==> config.mk <==
export PLATFORM = sky130hd
export DESIGN_NAME = ob_cmd_deserializer
export DESIGN_NICKNAME = d
export VERILOG_FILES = /design/src/rtl/ob_cmd_deserializer.sv
export SDC_FILE = /design/constraint.sdc
export NUM_CORES = 1
export LEC_CHECK = 0
export CAP_MARGIN = 20
export CORE_UTILIZATION = 58
export CTS_CLUSTER_SIZE = 28
export DETAILED_ROUTE_END_ITERATION = 12
export GPL_ROUTABILITY_DRIVEN = 0
export PLACE_DENSITY = 0.89
export SETUP_SLACK_MARGIN = 0.05
export SYNTH_ARGS = -nofsm -noshare
export SYNTH_HDL_FRONTEND = slang
export SYNTH_SLANG_ARGS = --single-unit
==> constraint.sdc <==
create_clock -name clk -period 3.95 [get_ports clk]
set_input_delay 0.395 -clock clk [delete_from_list [all_inputs] [get_ports clk]]
set_output_delay 0.395 -clock clk [all_outputs]
set_load 0.02 [all_outputs]
==> src/rtl/ob_cmd_deserializer.sv <==
// Byte-stream to order-book command assembler: 14-byte MSB-first frames, validation,
// drop counting and partial-frame idle timeout, with a registered valid/ready output.
`timescale 1ns/1ps
module ob_cmd_deserializer #(
    parameter int TIMEOUT_CYCLES = 1024,
    parameter int ERR_CNT_W      = 16
) (
    input  logic                 clk,
    input  logic                 rst_n,
    input  logic                 in_vld,
    input  logic [7:0]           in_dat,
    output logic                 in_rdy,
    output logic                 cmd_vld_r,
    output logic [106:0]         cmd_r,
    input  logic                 cmd_accept,
    output logic                 drop_r,
    output logic [ERR_CNT_W-1:0] err_cnt_r
);
    localparam int IDLE_W = (TIMEOUT_CYCLES > 0) ? $clog2(TIMEOUT_CYCLES + 1) : 1;
    localparam logic [3:0] LAST_BYTE = 4'd13;

    localparam logic [3:0] OP_NOP          = 4'd0;
    localparam logic [3:0] OP_QRY_BID_ASK  = 4'd1;
    localparam logic [3:0] OP_BUY_LIMIT    = 4'd2;
    localparam logic [3:0] OP_SELL_LIMIT   = 4'd3;
    localparam logic [3:0] OP_POP_TOP_BID  = 4'd4;
    localparam logic [3:0] OP_POP_TOP_ASK  = 4'd5;
    localparam logic [3:0] OP_CANCEL       = 4'd6;
    localparam logic [3:0] OP_BUY_MARKET   = 4'd8;
    localparam logic [3:0] OP_SELL_MARKET  = 4'd9;
    localparam logic [3:0] OP_QRY_TBL_ASK  = 4'd10;
    localparam logic [3:0] OP_QRY_TBL_BID  = 4'd11;
    localparam logic [2:0] TIF_ALL_OR_NONE = 3'd3;

    logic [3:0]           byte_cnt_q, byte_cnt_d;
    logic [IDLE_W-1:0]    idle_cnt_q, idle_cnt_d;
    logic [103:0]         shreg_q, shreg_d;
    logic                 cmd_vld_q, cmd_vld_d;
    logic [106:0]         cmd_q, cmd_d;
    logic                 drop_q, drop_d;
    logic [ERR_CNT_W-1:0] err_q, err_d;

    logic         timeout, rdy, accept, frame_done, op_ok, frame_ok;
    logic [111:0] word;

    assign timeout = (TIMEOUT_CYCLES != 0) && (idle_cnt_q == IDLE_W'(TIMEOUT_CYCLES));
    // The last byte waits for the held command to leave; the timeout cycle refuses bytes.
    assign rdy        = !((byte_cnt_q == LAST_BYTE) && cmd_vld_q) && !timeout;
    assign accept     = in_vld && rdy;
    assign frame_done = accept && (byte_cnt_q == LAST_BYTE);
    assign word       = {shreg_q, in_dat};

    always_comb begin
        op_ok = 1'b0;
        case (word[74:71])
            OP_NOP, OP_QRY_BID_ASK, OP_BUY_LIMIT, OP_SELL_LIMIT, OP_POP_TOP_BID,
            OP_POP_TOP_ASK, OP_CANCEL, OP_BUY_MARKET, OP_SELL_MARKET,
            OP_QRY_TBL_ASK, OP_QRY_TBL_BID: op_ok = 1'b1;
            default:                        op_ok = 1'b0;
        endcase
    end

    assign frame_ok = (word[111:107] == 5'd0) && op_ok && (word[70:68] <= TIF_ALL_OR_NONE)
                      && (word[106:75] != 32'hFFFF_FFFF);

    always_comb begin
        byte_cnt_d = byte_cnt_q;
        idle_cnt_d = idle_cnt_q;
        shreg_d    = shreg_q;
        if (timeout) begin
            byte_cnt_d = 4'd0;
            idle_cnt_d = '0;
        end else if (accept) begin
            shreg_d    = {shreg_q[95:0], in_dat};
            byte_cnt_d = frame_done ? 4'd0 : byte_cnt_q + 4'd1;
            idle_cnt_d = '0;
        end else if (!rdy) begin
            idle_cnt_d = '0;
        end else if ((byte_cnt_q != 4'd0) && (TIMEOUT_CYCLES != 0)) begin
            idle_cnt_d = idle_cnt_q + 1'b1;
        end
    end

    always_comb begin
        cmd_vld_d = cmd_vld_q;
        cmd_d     = cmd_q;
        if (frame_done && frame_ok) begin
            cmd_vld_d = 1'b1;
            cmd_d     = word[106:0];
        end else if (cmd_vld_q && cmd_accept) begin
            cmd_vld_d = 1'b0;
        end
    end

    // A timeout can never land on a completing byte since in_rdy is low then.
    assign drop_d = (frame_done && !frame_ok) || timeout;
    assign err_d  = (drop_d && (err_q != '1)) ? err_q + 1'b1 : err_q;

    always_ff @(posedge clk or negedge rst_n) begin
        if (!rst_n) begin
            byte_cnt_q <= 4'd0;
            idle_cnt_q <= '0;
            shreg_q    <= '0;
            cmd_vld_q  <= 1'b0;
            cmd_q      <= '0;
            drop_q     <= 1'b0;
            err_q      <= '0;
        end else begin
            byte_cnt_q <= byte_cnt_d;
            idle_cnt_q <= idle_cnt_d;
            shreg_q    <= shreg_d;
            cmd_vld_q  <= cmd_vld_d;
            cmd_q      <= cmd_d;
            drop_q     <= drop_d;
            err_q      <= err_d;
        end
    end

    assign in_rdy    = rdy;
    assign cmd_vld_r = cmd_vld_q;
    assign cmd_r     = cmd_q;
    assign drop_r    = drop_q;
    assign err_cnt_r = err_q;
endmodule

* Yosys cells after proc, flatten, opt, wreduce, memory -nomap -nowiden
Memories as Yosys holds them, arrays and structs flattened. Cells that the tools add are included.
Storage, ports and cells: bits in registers 244, latch bits 0, memory bits (writable) 0, memory bits (read-only) 16, word-level logic and storage cells 47, memories kept 1
Operators by class: add/subtract/negate cells 3, multiply operators 0, divide/modulo/power cells 0, order comparisons 1, eq/ne operators 5, shifts and indexed selects 0, multiplexer cells 9, bitwise operators 1, reductions and logical operators 20
Memories:
- (name not given) | words 16, bits a word 1, rd ports 1, clocked after memory_dff 0, wr ports 0, RTL line 55 | case (word[74:71])
Operators by type and width (number):
- $mux 11 | 4
- $ne 32x32->1 const B | 1
- $add 16x1->16 const B | 1
- $ne 16x16->1 const B | 1
- $mux 4 | 3
- $add 11x1->11 const B | 1
- $eq 11x11->1 const B | 1
- $logic_and 1x1->1 | 11
- $logic_not 5->1 | 1
- $add 4x1->4 const B | 1
- $eq 4x4->1 const B | 1
- $ne 4x2->1 const B | 1
- $reduce_bool 2->1 | 2
- $reduce_bool 4->1 | 1
- $le 3x2->1 const B | 1
- $logic_not 1->1 | 3
- $mux 1 | 2
- $reduce_and 2->1 | 1
- $logic_or 1x1->1 | 1
- $not 1->1 | 1

* Depth between registers and ports, before layout
Gate-level depths: netlist (run 1).
word-level depth 9, mapped depth 10, gate-level depth less buffers 8

* Least setup slack after synthesis (run 1)
OpenSTA, ideal clock, no wires.
path type reg2reg, start register idle_cnt_q[0], end register cmd_q[88], in the netlist cmd_r[88], data arrival time 2.324 ns, required time 3.825 ns, slack 1.501 ns, stages on the path, launching flop included 11, cells stage by stage dfrtp_1 inv_1 ha_1 or4b_1 nor4_4 a211oi_2 and2_1 buf_6 buf_6 buf_6 mux2_4
On the way: word-level cells in the longest chain between the ends 6
RTL lines:
- start, declared | RTL line 36 | logic [IDLE_W-1:0] idle_cnt_q, idle_cnt_d;
- start signal, assigned | RTL line 110 | idle_cnt_q <= idle_cnt_d;
- $eq 11x11->1 | RTL line 46 | assign timeout = (TIMEOUT_CYCLES != 0) && (idle_cnt_q == IDLE_W'(TIMEOUT_CYCLES));
- $logic_not 1->1 | RTL line 48 | assign rdy = !((byte_cnt_q == LAST_BYTE) && cmd_vld_q) && !timeout;
- $logic_and 1x1->1 | RTL line 48
- $logic_and 1x1->1 | RTL line 49 | assign accept = in_vld && rdy;
- $logic_and 1x1->1 | RTL line 50 | assign frame_done = accept && (byte_cnt_q == LAST_BYTE);
- $logic_and 1x1->1 | RTL line 87 | if (frame_done && frame_ok) begin
- end signal, assigned | RTL line 113 | cmd_q <= cmd_d;
- end, declared | RTL line 39 | logic [106:0] cmd_q, cmd_d;
No other way between the ends. A chain may end at the register's enable or synchronous reset.

* Worst setup path in the final report (run 1)
start register idle_cnt_q[0], end output port in_rdy
On the way: word-level cells in the longest chain between the ends 3
RTL lines:
- $eq 11x11->1 | RTL line 46
- $logic_not 1->1 | RTL line 48
- $logic_and 1x1->1 | RTL line 48
- end, declared | RTL line 12 | output logic in_rdy,
No other way between the ends.

==> impl_metrics.yaml, run 1 <==
status:
  status: "completed"
final_layout:
  diodes: 0
  final_area_mm2: 0.0120
  final_cells: 993
  drive_above_1_share: 0.341
  fin_util: 0.751
  num-nets-final: 780
  layout_commonest_cell: "dfrtp_1"
  layout_common_cells: "dfrtp_1 (244), mux2_2 (193), clkdlybuf4s50_1 (136)"
  syn_to_final_growth_pct: 25.3
worst_setup_path:
  critPathCaptureType: "primary output"
  critPathKind: "flop to primary output"
  cpMaxStageDelayCell: "clkdlybuf4s50_1"
  cp.required_ps: 3560
  cp_top_family: "simple AND/OR/NAND/NOR gates"
  cp_max_fo: 8
  arrival_ps: 2760
  crit_chain: "inv_1, ha_1, or4b_1, nor4_4, a21oi_1, clkdlybuf4s50_1"
  startpoint_type: "flop"
  critPathBufInv: 2
  critical_path.max_stage_delay_ps: 570
route:
  drt-initial-drc-count: 246
  vias: 5547
  first_pass_iters: 4
  drc: 0
  wl_per_cell_um: 19.2
  final_antenna_net_count: 0
  wl_mm: 19.1
  routed_via_density: 5.59
grt:
  grt_start_max_net_pins: 124
  met2_usage: 0.408
  grt_pass1_vias: 5900
  antenna_found_initial: 0
  grt.busiest_layer: "met2"
  use_met1: 0.290
  track_usage: 0.234
  overflow: 0
  grt_pass1_wl_mm: 31.0
  grtUsageMet3: 0.0570
clock_tree:
  clk_pin_slew_ps: 60
  cts.repair.resized: 0
  clk_path_buf_depth: 3
  cts_max_level: 1
  insertion_delay_ps: 510
  cts_buffers: 24
  cts_tree: "done"
  cts.sinks: 244
  root_buffer: "clkbuf_16"
yosys:
  synth.yosys.warnings: 0
  synth_largest_area_cell: "dfrtp_1"
  synth_area_leaders: "dfrtp_1 (64%), mux2_2 (23%), mux2_4 (2.8%), xnor2_1 (1.5%), nand4_1 (1.2%)"
  synth-edff-count: 0
  ys_seq_area_frac: 0.637
  synth_cell_types: 36
  synth.cell_area_mm2: 0.00958
  ys_seq_elements: 244
  synthFlopType: "dfrtp_1"
  synth_cells: 617
  syn_nets: 635
  postSynthAreaPerCell_um2: 15.5
  synthArstFlopShare: 1.00
  synth_top_area_frac: 0.637
place:
  io_buffers: 137
  placedInstanceArea_mm2: 0.0112
  place_inst: 950
  hpwl_mm: 12.3
die:
  die_h_um: 131
  die_area_mm2: 0.0170
  start_util: 0.599
  io_pins: 138
  core_mm2: 0.0160
  die_x_um: 131
  rows: 46
power_and_ir_drop:
  ir_worst_vdd_v: 0.000524
  power_density_mw_per_mm2: 664
  p_leak_uw: 0.00541
timing:
  drv_slew: 0
  fin_tns_setup_ps: 0
  period_share: 0.799
  finalSetupViolCount: 0
  tightest_slew_ps: 899
  min_period_ps: 3160
  slew_headroom: 0.401
  clock_skew_ps: 16.3
  fmax_mhz: 317
  whs_ps: 500
  rsz0062_at_grt: "false"
  hold_viol_final: 0
worst_hold_path:
  hp-class: "flop to flop"
flow_run:
  cap_violations: 0
[cell type report]
class / count / area (µm²)
clock buffers: 32 / 702
clock inverters: 9 / 108
well taps: 216 / 270
multi-input cells: 341 / 3320
repair buffers: 145 / 1480
inverters: 6 / 22.5
flip-flops and latches: 244 / 6110
fillers: 970 / 3990
[where the power goes]
part | internal (µW) | total, µW | switching, µW
sequential | 3190 | 3790 | 607
combinational | 1050 | 1890 | 832
clock | 1370 | 2300 | 925
total | 5620 | 7980 | 2360
[synthesized netlist by cell type (all sizes together) (2+ instances only)]
| cell | number |
|---|---|
| a211oi | 2 |
| a21oi | 5 |
| and2 | 2 |
| and3 | 9 |
| buf | 18 |
| clkbuf | 8 |
| dfrtp | 244 |
| ha | 6 |
| inv | 6 |
| mux2 | 211 |
| nand2 | 11 |
| nand3 | 8 |
| nand4 | 19 |
| nor2 | 22 |
| nor3b | 2 |
| nor4 | 4 |
| o21ai | 2 |
| or4b | 2 |
| xnor2 | 16 |
| xor2 | 8 |
[logic make-up (layout without fill, tap and decap cells)]
group / count (synthesis) / count (layout) / share of synthesized area
AND/OR/NAND/NOR: 85 / 85 / 0.0493
buffers and inverters: 32 / 192 / 0.0175
adder cells (fa/ha/maj): 6 / 6 / 0.00783
AO/OA/AOI/OAI: 15 / 15 / 0.0114
flip-flops: 244 / 244 / 0.637
XOR/XNOR: 24 / 24 / 0.0219
multiplexers: 211 / 211 / 0.255
[worst reg2reg max path: stages (launching register included)]
cell      delay (ps)
dfrtp_1          430
inv_1             80
ha_1             130
or4b_1           480
nor4_4           430
a211oi_2         130
and2_4           300
buf_16           310
buf_12           260
mux2_4           310
[final timing paths]
path / from / end / slack (ps) / cells after the start
setup / recovery: idle_cnt_q[0] / in_rdy / 790 / 6
hold / removal: err_cnt_r[5] / err_cnt_r[5] / 500 / 1
setup reg to reg: idle_cnt_q[0] / cmd_r[91] / 970 / 9
hold reg to reg: err_cnt_r[5] / err_cnt_r[5] / 500 / 1
max in group asynchronous: rst_n / cmd_r[85] / 2230 / 3
min in group asynchronous: rst_n / err_cnt_r[5] / 530 / 2
[metal layers]
metal  wire length (µm)  vias up
met3               1100       35
met1               7740     2889
met4                511        0
met2               9740      138
met5                  0        -
li1                   -     2485
[state kept, by name (all words and copies together), names as in the netlist]
name / cells
byte_cnt_q: 4
cmd_r: 107
cmd_vld_r: 1
drop_r: 1
err_cnt_r: 16
idle_cnt_q: 11
shreg_q: 104
[per-stage QoR]
stage	worst slack [ps]	power, µW
floorplan	1500	4710
detailed placement	807	5710
global placement	943	5570
CTS	762	8030
finish	794	7980
global route	649	8340
[repair_timing]
item | in CTS | in global routing
setup endpoints to repair | 0 | 0
hold buffers | 1 | 0
setup buffers | 0 | 0
hold endpoints to repair | 7 | 0
(Power assumes the default switching activity.)
==> inputs of run 2 (changes only) <==
--- a/config.mk
+++ b/config.mk
@@ -6,11 +6,11 @@
 export NUM_CORES = 1
 export LEC_CHECK = 0
 export CAP_MARGIN = 20
-export CORE_UTILIZATION = 58
+export CORE_UTILIZATION = 49
 export CTS_CLUSTER_SIZE = 28
 export DETAILED_ROUTE_END_ITERATION = 12
 export GPL_ROUTABILITY_DRIVEN = 0
-export PLACE_DENSITY = 0.89
+export PLACE_DENSITY = 0.81
 export SETUP_SLACK_MARGIN = 0.05
 export SYNTH_ARGS = -nofsm -noshare
 export SYNTH_HDL_FRONTEND = slang
==> constraint.sdc (replaced) <==
create_clock -name clk -period 2.7 [get_ports clk]
set_input_delay 0.27 -clock clk [delete_from_list [all_inputs] [get_ports clk]]
set_output_delay 0.27 -clock clk [all_outputs]
set_load 0.02 [all_outputs]
==> run 2 against run 1 <==
- register-to-register slack lost 690 ps
- sequential share of layout area shrank 1.1 points
- critical path type unchanged
- via count grew 1.2%
- final area grew 2.2%
- combinational power grew 50%
- first-iteration DRC count grew 1.6%
==> impl_metrics.yaml, run 2 (synthesized netlist as in run 1, its figures left out) <==
status:
  status: "completed"
final_layout:
  num-nets-final: 800
  syn_to_final_growth_pct: 28.1
  final_area_mm2: 0.0123
  diodes: 0
  drive_above_1_share: 0.360
  layout_commonest_cell: "dfrtp_1"
  final_cells: 1060
  layout_common_cells: "dfrtp_1 (244), mux2_2 (193), clkdlybuf4s50_1 (135)"
  largest_reg_flops: 107
timing:
  min_period_ps: 2470
  rsz0062_at_grt: "false"
  finalSetupViolCount: 0
  slew_headroom: 0.382
  drv_slew: 0
  tightest_slew_ps: 926
  period_share: 0.916
  fin_tns_setup_ps: 0
  hold_viol_final: 0
  clock_skew_ps: 12.2
  fmax_mhz: 404
route:
  final_antenna_net_count: 0
  wl_met1_mm: 8.01
  route.met2.wl_mm: 9.61
  routed.top_layer: "met4"
  first_pass_iters: 4
  routed_via_density: 5.30
  drc: 0
  vias: 5615
  drt-initial-drc-count: 250
  wl_mm: 19.2
  wl_per_cell_um: 18.1
  wl_met3_mm: 1.26
clock_tree:
  clk_pin_slew_ps: 60
  insertion_delay_ps: 520
  cts.sinks: 244
  cts_max_level: 1
  cts_buffers: 25
  root_buffer: "clkbuf_16"
  clk_path_buf_depth: 3
  cts_tree: "done"
die:
  die_h_um: 142
  core_mm2: 0.0190
  io_pins: 138
  rows: 50
  die_x_um: 142
  die_area_mm2: 0.0201
  start_util: 0.506
flow_run:
  cap_violations: 0
power_and_ir_drop:
  combPwrFrac: 0.241
  p_leak_uw: 0.00555
  seqPwrFrac: 0.469
  p_int_uw: 8320
  power_density_mw_per_mm2: 958
  power_switching_uw: 3440
  netSwitchingFraction: 0.293
  ir_worst_vdd_v: 0.000661
  power_frac_clock: 0.290
worst_setup_path:
  r2r_setup_slack_ps: 280
  cpMaxStageDelayCell: "or4b_4"
  cp-endpoint: "in_rdy"
  critical_path.max_stage_delay_ps: 460
  reg2regPathDepth: 8
  startpoint_type: "flop"
  critPathKind: "flop to primary output"
  cp.required_ps: 2430
  critPathLaunch: "idle_cnt_q[1]"
  worstReg2RegEnd: "shreg_q[74]"
  crit_chain: "inv_1, ha_1, or4b_4, nor4_4, buf_4, a21oi_1, buf_2"
  arrival_ps: 2200
  critPathCaptureType: "primary output"
  cp_max_fo: 6
  r2r-start: "byte_cnt_q[1]"
grt:
  grt_start_max_net_pins: 78
  antenna_found_initial: 0
  grt_pass1_vias: 6160
  track_usage: 0.197
  overflow: 0
  grt_pass1_wl_mm: 31.6
place:
  hpwl_mm: 12.8
  place_inst: 1008
  placedInstanceArea_mm2: 0.0114
  io_buffers: 137
worst_hold_path:
  hp-class: "input pin to async pin"
run 2: power groups by stage:
stage,combinational [µW],sequential (µW),clock (µW)
3_5_place_dp,2830,5560,0
3_3_place_gp,2730,5500,0
6_report,2830,5520,3420
4_1_cts,2850,5510,3500
5_1_grt,3040,5640,3650
2_1_floorplan,1110,5780,0
run 2: worst max-delay path, delay by kind of cell (launching register included):
kind	cells	cell delay, ps
and+or+nand+nor	2	620
buffers and inverters	3	460
DFF	1	410
adders and majority gates	1	130
AOI/OAI and AO/OA	1	70
run 2: routing by layer:
metal  track usage  vias to the layer above
met5             0                        -
met4        0.0526                        0
met3        0.0557                       33
met2         0.340                      136
met1         0.241                     2912
li1              -                     2534
run 2: what timing repair did:
| action | CTS | global route |
|---|---|---|
| hold buffers | 1 | 0 |
| setup buffers | 1 | 4 |
| cloned | 0 | 1 |
| setup endpoints to repair | 1 | 172 |
| resized for setup | 4 | 1 |
| hold endpoints to repair | 72 | 0 |
| pin swaps | 1 | 3 |
run 2: how the worst min path moves through the flow:
stage | start | to | cells past startpoint
global route | cmd_accept | cmd_vld_r | 3
detailed placement | rst_n | err_cnt_r[8] | 1
global placement | rst_n | err_cnt_r[11] | 1
CTS | cmd_accept | cmd_vld_r | 3
floorplan | rst_n | byte_cnt_q[0] | 0
finish | rst_n | err_cnt_r[4] | 2
run 2: layout make-up:
cell class / instances / area [µm²]
multi-input combinational: 342 / 3330
sequential: 244 / 6110
clock buffer: 39 / 778
tap: 260 / 325
fill: 1340 / 6680
inverter: 6 / 22.5
clock inverter: 6 / 61.3
timing repair buffer: 163 / 1660
run 2: metrics by stage:
stage / power (µW) / hold slack, ps / utilization / setup WS [ps]
after global routing: 12300 / 353 / 0.648 / 67.7
after global placement: 8230 / 281 / 0.601 / 194
final: 11800 / 321 / 0.648 / 226
after detailed placement: 8390 / 295 / 0.601 / 95.0
after CTS: 11900 / 326 / 0.646 / 7.13
after floorplan: 6890 / -25.6 / - / 251
==> inputs of run 3 (changes only) <==
--- a/config.mk
+++ b/config.mk
@@ -6,6 +6,7 @@
 export NUM_CORES = 1
 export LEC_CHECK = 0
 export CAP_MARGIN = 20
+export CORE_MARGIN = 2
 export CORE_UTILIZATION = 49
 export CTS_CLUSTER_SIZE = 28
 export DETAILED_ROUTE_END_ITERATION = 12
==> run 3 against run 2 <==
- first-iteration DRC count grew 13%
- clock skew shrank 1.5 ps
- sequential share of layout area shrank 0.40 points
- hold slack gained 37 ps
- power grew 1.7%
- highest routed layer unchanged
- final area grew 0.82%
- largest cell class unchanged
- global-route usage shrank 0.39 points
==> impl_metrics.yaml, run 3 (synthesized netlist as in run 1, its figures left out) <==
grt:
  grt_pass1_wl_mm: 31.7
  track_usage: 0.193
  grt_pass1_vias: 5912
  antenna_found_initial: 0
  grt_start_max_net_pins: 90
  overflow: 0
worst_setup_path:
  cp_max_fo: 5
  critPathCaptureType: "primary output"
  critPathLaunch: "idle_cnt_q[0]"
  cpMaxStageDelayCell: "or4b_1"
  critPathBufInv: 2
  critPathKind: "flop to primary output"
  cp.required_ps: 2430
  r2r-start: "idle_cnt_q[0]"
  cp_top_family: "simple AND/OR/NAND/NOR gates"
  arrival_ps: 2310
  critical_path.max_stage_delay_ps: 490
  r2r_setup_slack_ps: 150
  startpoint_type: "flop"
  crit_chain: "inv_1, ha_1, or4b_1, nor4_4, a21oi_1, clkdlybuf4s15_2"
timing:
  slew_headroom: 0.394
  finalSetupViolCount: 0
  fmax_mhz: 388
  whs_ps: 358
  drv_slew: 0
  period_share: 0.956
  hold_viol_final: 0
  min_period_ps: 2580
  setup_ws_ps: 120
  clock_skew_ps: 10.7
  rsz0062_at_grt: "false"
  tightest_slew_ps: 900
  fin_tns_setup_ps: 0
power_and_ir_drop:
  ir_worst_vdd_v: 0.000652
  p_leak_uw: 0.00558
  power_density_mw_per_mm2: 967
place:
  hpwl_mm: 13.2
  place_inst: 1009
  io_buffers: 137
  pre_cts_slack_ps: 44.8
route:
  first_pass_iters: 6
  routed_via_density: 5.24
  wl_per_cell_um: 18.9
  wl_mm: 20.2
  final_antenna_net_count: 0
  vias: 5597
  drc: 0
  drt-initial-drc-count: 283
die:
  die_x_um: 144
  die_h_um: 144
  start_util: 0.496
  core_mm2: 0.0193
  io_pins: 138
  rows: 51
  die_area_mm2: 0.0207
clock_tree:
  clk_path_buf_depth: 3
  clk_pin_slew_ps: 60
  root_buffer: "clkbuf_16"
  cts_buffers: 26
  cts.sinks: 244
  cts_max_level: 1
  cts_tree: "done"
  insertion_delay_ps: 530
final_layout:
  final_cells: 1068
  drive_above_1_share: 0.361
  layout_commonest_cell: "dfrtp_1"
  diodes: 0
  num-nets-final: 801
  syn_to_final_growth_pct: 29.2
  largest_reg_flops: 107
  layout_common_cells: "dfrtp_1 (244), mux2_2 (193), clkdlybuf4s50_1 (135)"
worst_hold_path:
  hp-class: "input pin to async pin"
status:
  status: "completed"
flow_run:
  cap_violations: 0
run 3: cell types whose count changed in the layout (fill, tap and decap cells not counted), moves of 2 or more:
cell	previous run	this run
buf_12	7	10
clkbuf_8	10	3
buf_4	18	13
bufinv_16	1	3
clkinv_2	3	7
clkinvlp_4	1	3
run 3: path summary, 6_finish.rpt:
kind	to	cells after the start
worst max-delay path	in_rdy	6
worst min-delay path	err_cnt_r[14]	2
worst max register to register	err_cnt_r[1]	9
worst min register to register	err_cnt_r[10]	1
max in group asynchronous	cmd_r[30]	3
min in group clk	cmd_vld_r	3
run 3: metrics by stage:
stage / cell area, µm² / power, µW / util
detailed placement: 11400 / 8380 / 0.589
floorplan: 9580 / 6890 / -
CTS: 12300 / 12100 / 0.636
finish: 12400 / 12000 / 0.640
global placement: 11400 / 8200 / 0.589
global route: 12400 / 12500 / 0.640
run 3: cell type report:
cell class | instances | area (µm²)
clock buffer | 33 | 707
clock inverter | 15 | 175
fill | 1378 | 6950
inverter | 6 | 22.5
multi-input combinational | 343 | 3340
sequential | 244 | 6110
tap | 265 | 332
timing repair buffer | 162 | 1700
run 3: power by group:
group	internal, µW	switching (µW)	leakage (µW)
combinational	1570	1240	0.00198
clock	2150	1450	0.000430
sequential	4660	892	0.00317
total	8380	3580	0.00558
run 3: per-layer routing:
metal	share of wire	up-vias	global-route usage
li1	-	2527	-
met1	0.43	2874	0.253
met2	0.47	157	0.316
met3	0.066	39	0.0520
met4	0.027	0	0.0568
met5	0	-	0
run 3: repair_timing:
item	CTS	global route
endpoints found under the hold margin	86	0
endpoints found under the setup margin	1	174
hold buffers	1	0
resized for setup	3	2
setup buffers	1	7
cloned	0	2
pin swaps	1	3
==> patch 1: new RTL, config.mk and constraints of run 3 <==
`ERR_CNT_W`: 16 -> 32.
--- a/src/rtl/ob_cmd_deserializer.sv
+++ b/src/rtl/ob_cmd_deserializer.sv
@@ -3,7 +3,7 @@
 `timescale 1ns/1ps
 module ob_cmd_deserializer #(
     parameter int TIMEOUT_CYCLES = 1024,
-    parameter int ERR_CNT_W      = 16
+    parameter int ERR_CNT_W      = 32
 ) (
     input  logic                 clk,
     input  logic                 rst_n,
Interface: changed (resized err_cnt_r); port bits go from 138 to 154. The function was not compared with the original's and may differ.
==> patch 1 against run 3 <==
- maximum frequency up 5.9%
- die area up 7.4%
- core utilization down 0.30 points
- worst setup slack better by 140 ps
- cell area up 7.2%
- wire length up 0.59%
- power up 2.7%
- clock power up 4%
- area after synthesis up 7.6%
- final cell count up 9.0%
- sequential cell count up 16
- critical path type is now flip-flop to flip-flop
- highest routed layer unchanged
==> patch 1: results <==
set metrics [dict create \
    nonClkBufAreaFrac_pct 13.9 \
    ys_top_cells_by_area "dfrtp_1 63%, mux2_2 23%, xnor2_1 2.6%" \
    clkPwrFrac_pct 30.6 \
    synth-seq-area-share_pct 63.1 \
    critical-path-max-stage-delay_ps 430 \
    worst_slew_pin_slew_ps 642 \
    dr.pass1.iters 4 \
    cts_setup_buffers 0 \
    portBuffers 153 \
    drive_above_1_share_pct 31.8 \
    drt-vias-per-instance 5.27 \
    synth_cell_types 40 \
    clkCellAreaFrac_pct 6.85 \
    met3RoutedLength_um 1560 \
    status "finished clean" \
    p_leak_uw 0.00593 \
    ir_drop_v 0.000634 \
    multi_input_area_share_pct 27.4 \
    grt_use_met1_pct 25.2 \
    dp_hpwl_um 13700 \
    nMultiInputCombCells 400 \
    clock_skew_ps 10.5 \
    inverters 7 \
    hold_ws_ps 299 \
    critPathArrivalTime_ps 2840 \
    place_ws_ps 192 \
    power_frac_seq_pct 46.7 \
    seq_share_pct 49.0 \
    track_usage_pct 18.8 \
    wl_um 20400 \
    crit_slowest_cell "dfrtp_1" \
    synth_common_cells "260 x dfrtp_1, 210 x mux2_2, 31 x xnor2_1, 24 x nand4_1, 23 x nor2_1" \
    syn_inst 697 \
    routedWlPerCell_um 17.5 \
]
[patch 1: worst register-to-register path: cells and delay by family (launching register included)]
kind                       cells  cell delay [ps]
DFF                            1              430
adders and majority gates      1              180
AOI/OAI and AO/OA              1              390
muxes                          1              390
buffers and inverters          2              320
and+or+nand+nor                2              600
[patch 1: path summary, 6_finish.rpt]
| check | endpoint |
|---|---|
| worst max register to register | cmd_r[21]$_DFFE_PN0P_ |
| max in group asynchronous | shreg_q[66]$_DFFE_PN0P_ |
| worst max-delay path | cmd_r[21]$_DFFE_PN0P_ |
| worst min register to register | err_cnt_r[15]$_DFFE_PN0P_ |
| worst min-delay path | cmd_r[70]$_DFFE_PN0P_ |
| min in group clk | cmd_vld_r$_DFFE_PN0P_ |
[patch 1: logic make-up after synthesis]
group,count (synthesis),share of synthesized area (%)
flip-flops,260,63.1
multiplexers,210,22.9
AND/OR/NAND/NOR,130,7.21
XOR/XNOR,41,3.48
buffers and inverters,37,1.75
AO/OA/AOI/OAI,13,0.789
adder cells (fa/ha/maj),6,0.728
==> patch 2: new RTL, settings of run 3 <==
Without the edit above. Take the reset off `shreg_q` and load it in a clocked block of its own.
--- a/src/rtl/ob_cmd_deserializer.sv
+++ b/src/rtl/ob_cmd_deserializer.sv
@@ -100,7 +100,6 @@
         if (!rst_n) begin
             byte_cnt_q <= 4'd0;
             idle_cnt_q <= '0;
-            shreg_q    <= '0;
             cmd_vld_q  <= 1'b0;
             cmd_q      <= '0;
             drop_q     <= 1'b0;
@@ -108,12 +107,15 @@
         end else begin
             byte_cnt_q <= byte_cnt_d;
             idle_cnt_q <= idle_cnt_d;
-            shreg_q    <= shreg_d;
             cmd_vld_q  <= cmd_vld_d;
             cmd_q      <= cmd_d;
             drop_q     <= drop_d;
             err_q      <= err_d;
         end
+    end
+
+    always_ff @(posedge clk) begin
+        shreg_q <= shreg_d;
     end
 
     assign in_rdy    = rdy;
Formal check against the unedited RTL: same outputs for any inputs over 10 cycles, from zero or initial values and one cycle with rst_n low; that may be too few to reach the edited logic, so the function may still have changed.
==> patch 2 against run 3 <==
- sequential cell count increased by 1
- register-to-register slack better by 100 ps
- worst setup slack better by 100 ps
- wire length fell by 14%
- count of clock-buffer cells in the layout is 3 higher
- hold slack lost 30 ps
- area after synthesis is 6.6% lower
- cell area shrank 6.5%
Power is not compared: it rests on default switching activity, and its combinational part moved more than twofold at a synthesized area within 25%.
==> patch 2: results <==
set metrics [dict create \
    placed_cells 886 \
    cts_inserted_buffers 25 \
    synth_edf_count 104 \
    grt_first_pass_wirelength_um 28300 \
    num_vias 4970 \
    placed_cell_area_mm2 0.0107 \
    first_iter_violations 270 \
    grt_use_met1_pct 22.6 \
    synth_cell_types 45 \
    slew_headroom_pct 47.9 \
    regArea_mm2 0.00665 \
    dp_hpwl_um 11700 \
    track_usage_pct 18.0 \
    synth_nets 538 \
    drt-vias-per-instance 5.29 \
    reg2reg_setup_slack_ps 250 \
    clock_skew_ps 26.9 \
    met3_usage_pct 6.46 \
    grt_pass1_vias 5303 \
    synthArstFlopShare_pct 57.1 \
    routedWlPerCell_um 18.5 \
    nFillCells 1238 \
    drive_above_1_share_pct 23.9 \
    grt_max_degree 74 \
    status "finished clean" \
]
[patch 2: cell count changes in the layout (fill, tap and decap cells not counted), sizes merged, moves of 3 or more]
cell      change
and3          -4
clkbuf        +3
clkinvlp      -3
dfrtp       -104
edfxtp      +104
mux2        -102
nand2         +9
nand4         -3
nor2          +4
[patch 2: power breakdown]
group	internal (uW)	leakage, uW	switching (uW)
Sequential	4080	0.00297	138
Combinational	253	0.00162	305
Clock	1920	0.000398	1350
Total	6260	0.00498	1800
[patch 2: final cells by class]
cell class                      instances  area share (%)
Sequential cell                       245            57.4
Multi-Input combinational cell        254            19.0
Timing Repair Buffer                  161            14.0
Clock buffer                           36            6.11
Tap cell                              229            2.48
Clock inverter                         10           0.768
Inverter                                5           0.162
[patch 2: path summary, 6_finish.rpt]
check                                           from                    end  cells after the start
setup / recovery           idle_cnt_q[1]$_DFFE_PN0P_                 in_rdy                      6
hold / removal                                 rst_n  cmd_r[76]$_DFFE_PN0P_                      2
setup reg to reg           idle_cnt_q[1]$_DFFE_PN0P_  cmd_r[99]$_DFFE_PN0P_                      9
hold reg to reg                shreg_q[34]$_DFFE_PN_  shreg_q[42]$_DFFE_PN_                      0
max in group asynchronous                      rst_n  cmd_r[98]$_DFFE_PN0P_                      3
min in group clk                           in_dat[7]   shreg_q[7]$_DFFE_PN_                      1
[patch 2: layer usage]
metal	share of wire (%)	routed length, um
met4	1.5	269
met1	40	6960
met3	8.5	1470
met2	50	8660
met5	0	0
[patch 2: cell families (layout without fill, tap and decap cells)]
logic type,after synthesis,after routing,share of synthesized area [%]
DFF,245,245,74.2
muxes,109,109,13.7
and+or+nand+nor,98,99,6.08
xor gates and xnor gates,23,23,2.25
buffers and inverters,22,212,1.61
AOI/OAI and AO/OA,17,17,1.29
adders and majority gates,6,6,0.838
[patch 2: per-stage QoR]
stage / hold WS, ps / worst slack (ps)
after floorplan: -25.6 / -237
after global placement: 325 / 244
after detailed placement: 345 / 161
after CTS: 318 / 84.6
after global routing: 324 / 121
final: 328 / 222
[patch 2: what timing repair did]
action | 4_1_cts | 5_1_grt
setup endpoints to repair | 1 | 68
endpoints found under the hold margin | 70 | 0
buffers inserted | 2 | 4
pin swaps | 1 | 3
hold buffers | 1 | 0
resized for setup | 6 | 0
cloned | 0 | 1
[patch 2: critical path: stages, from the launching register on]
cell and delay (ps):
dfrtp_1 400, inv_1 100, ha_1 140, or4b_4 470, nor4_4 160, and2b_2 270
buf_2 160
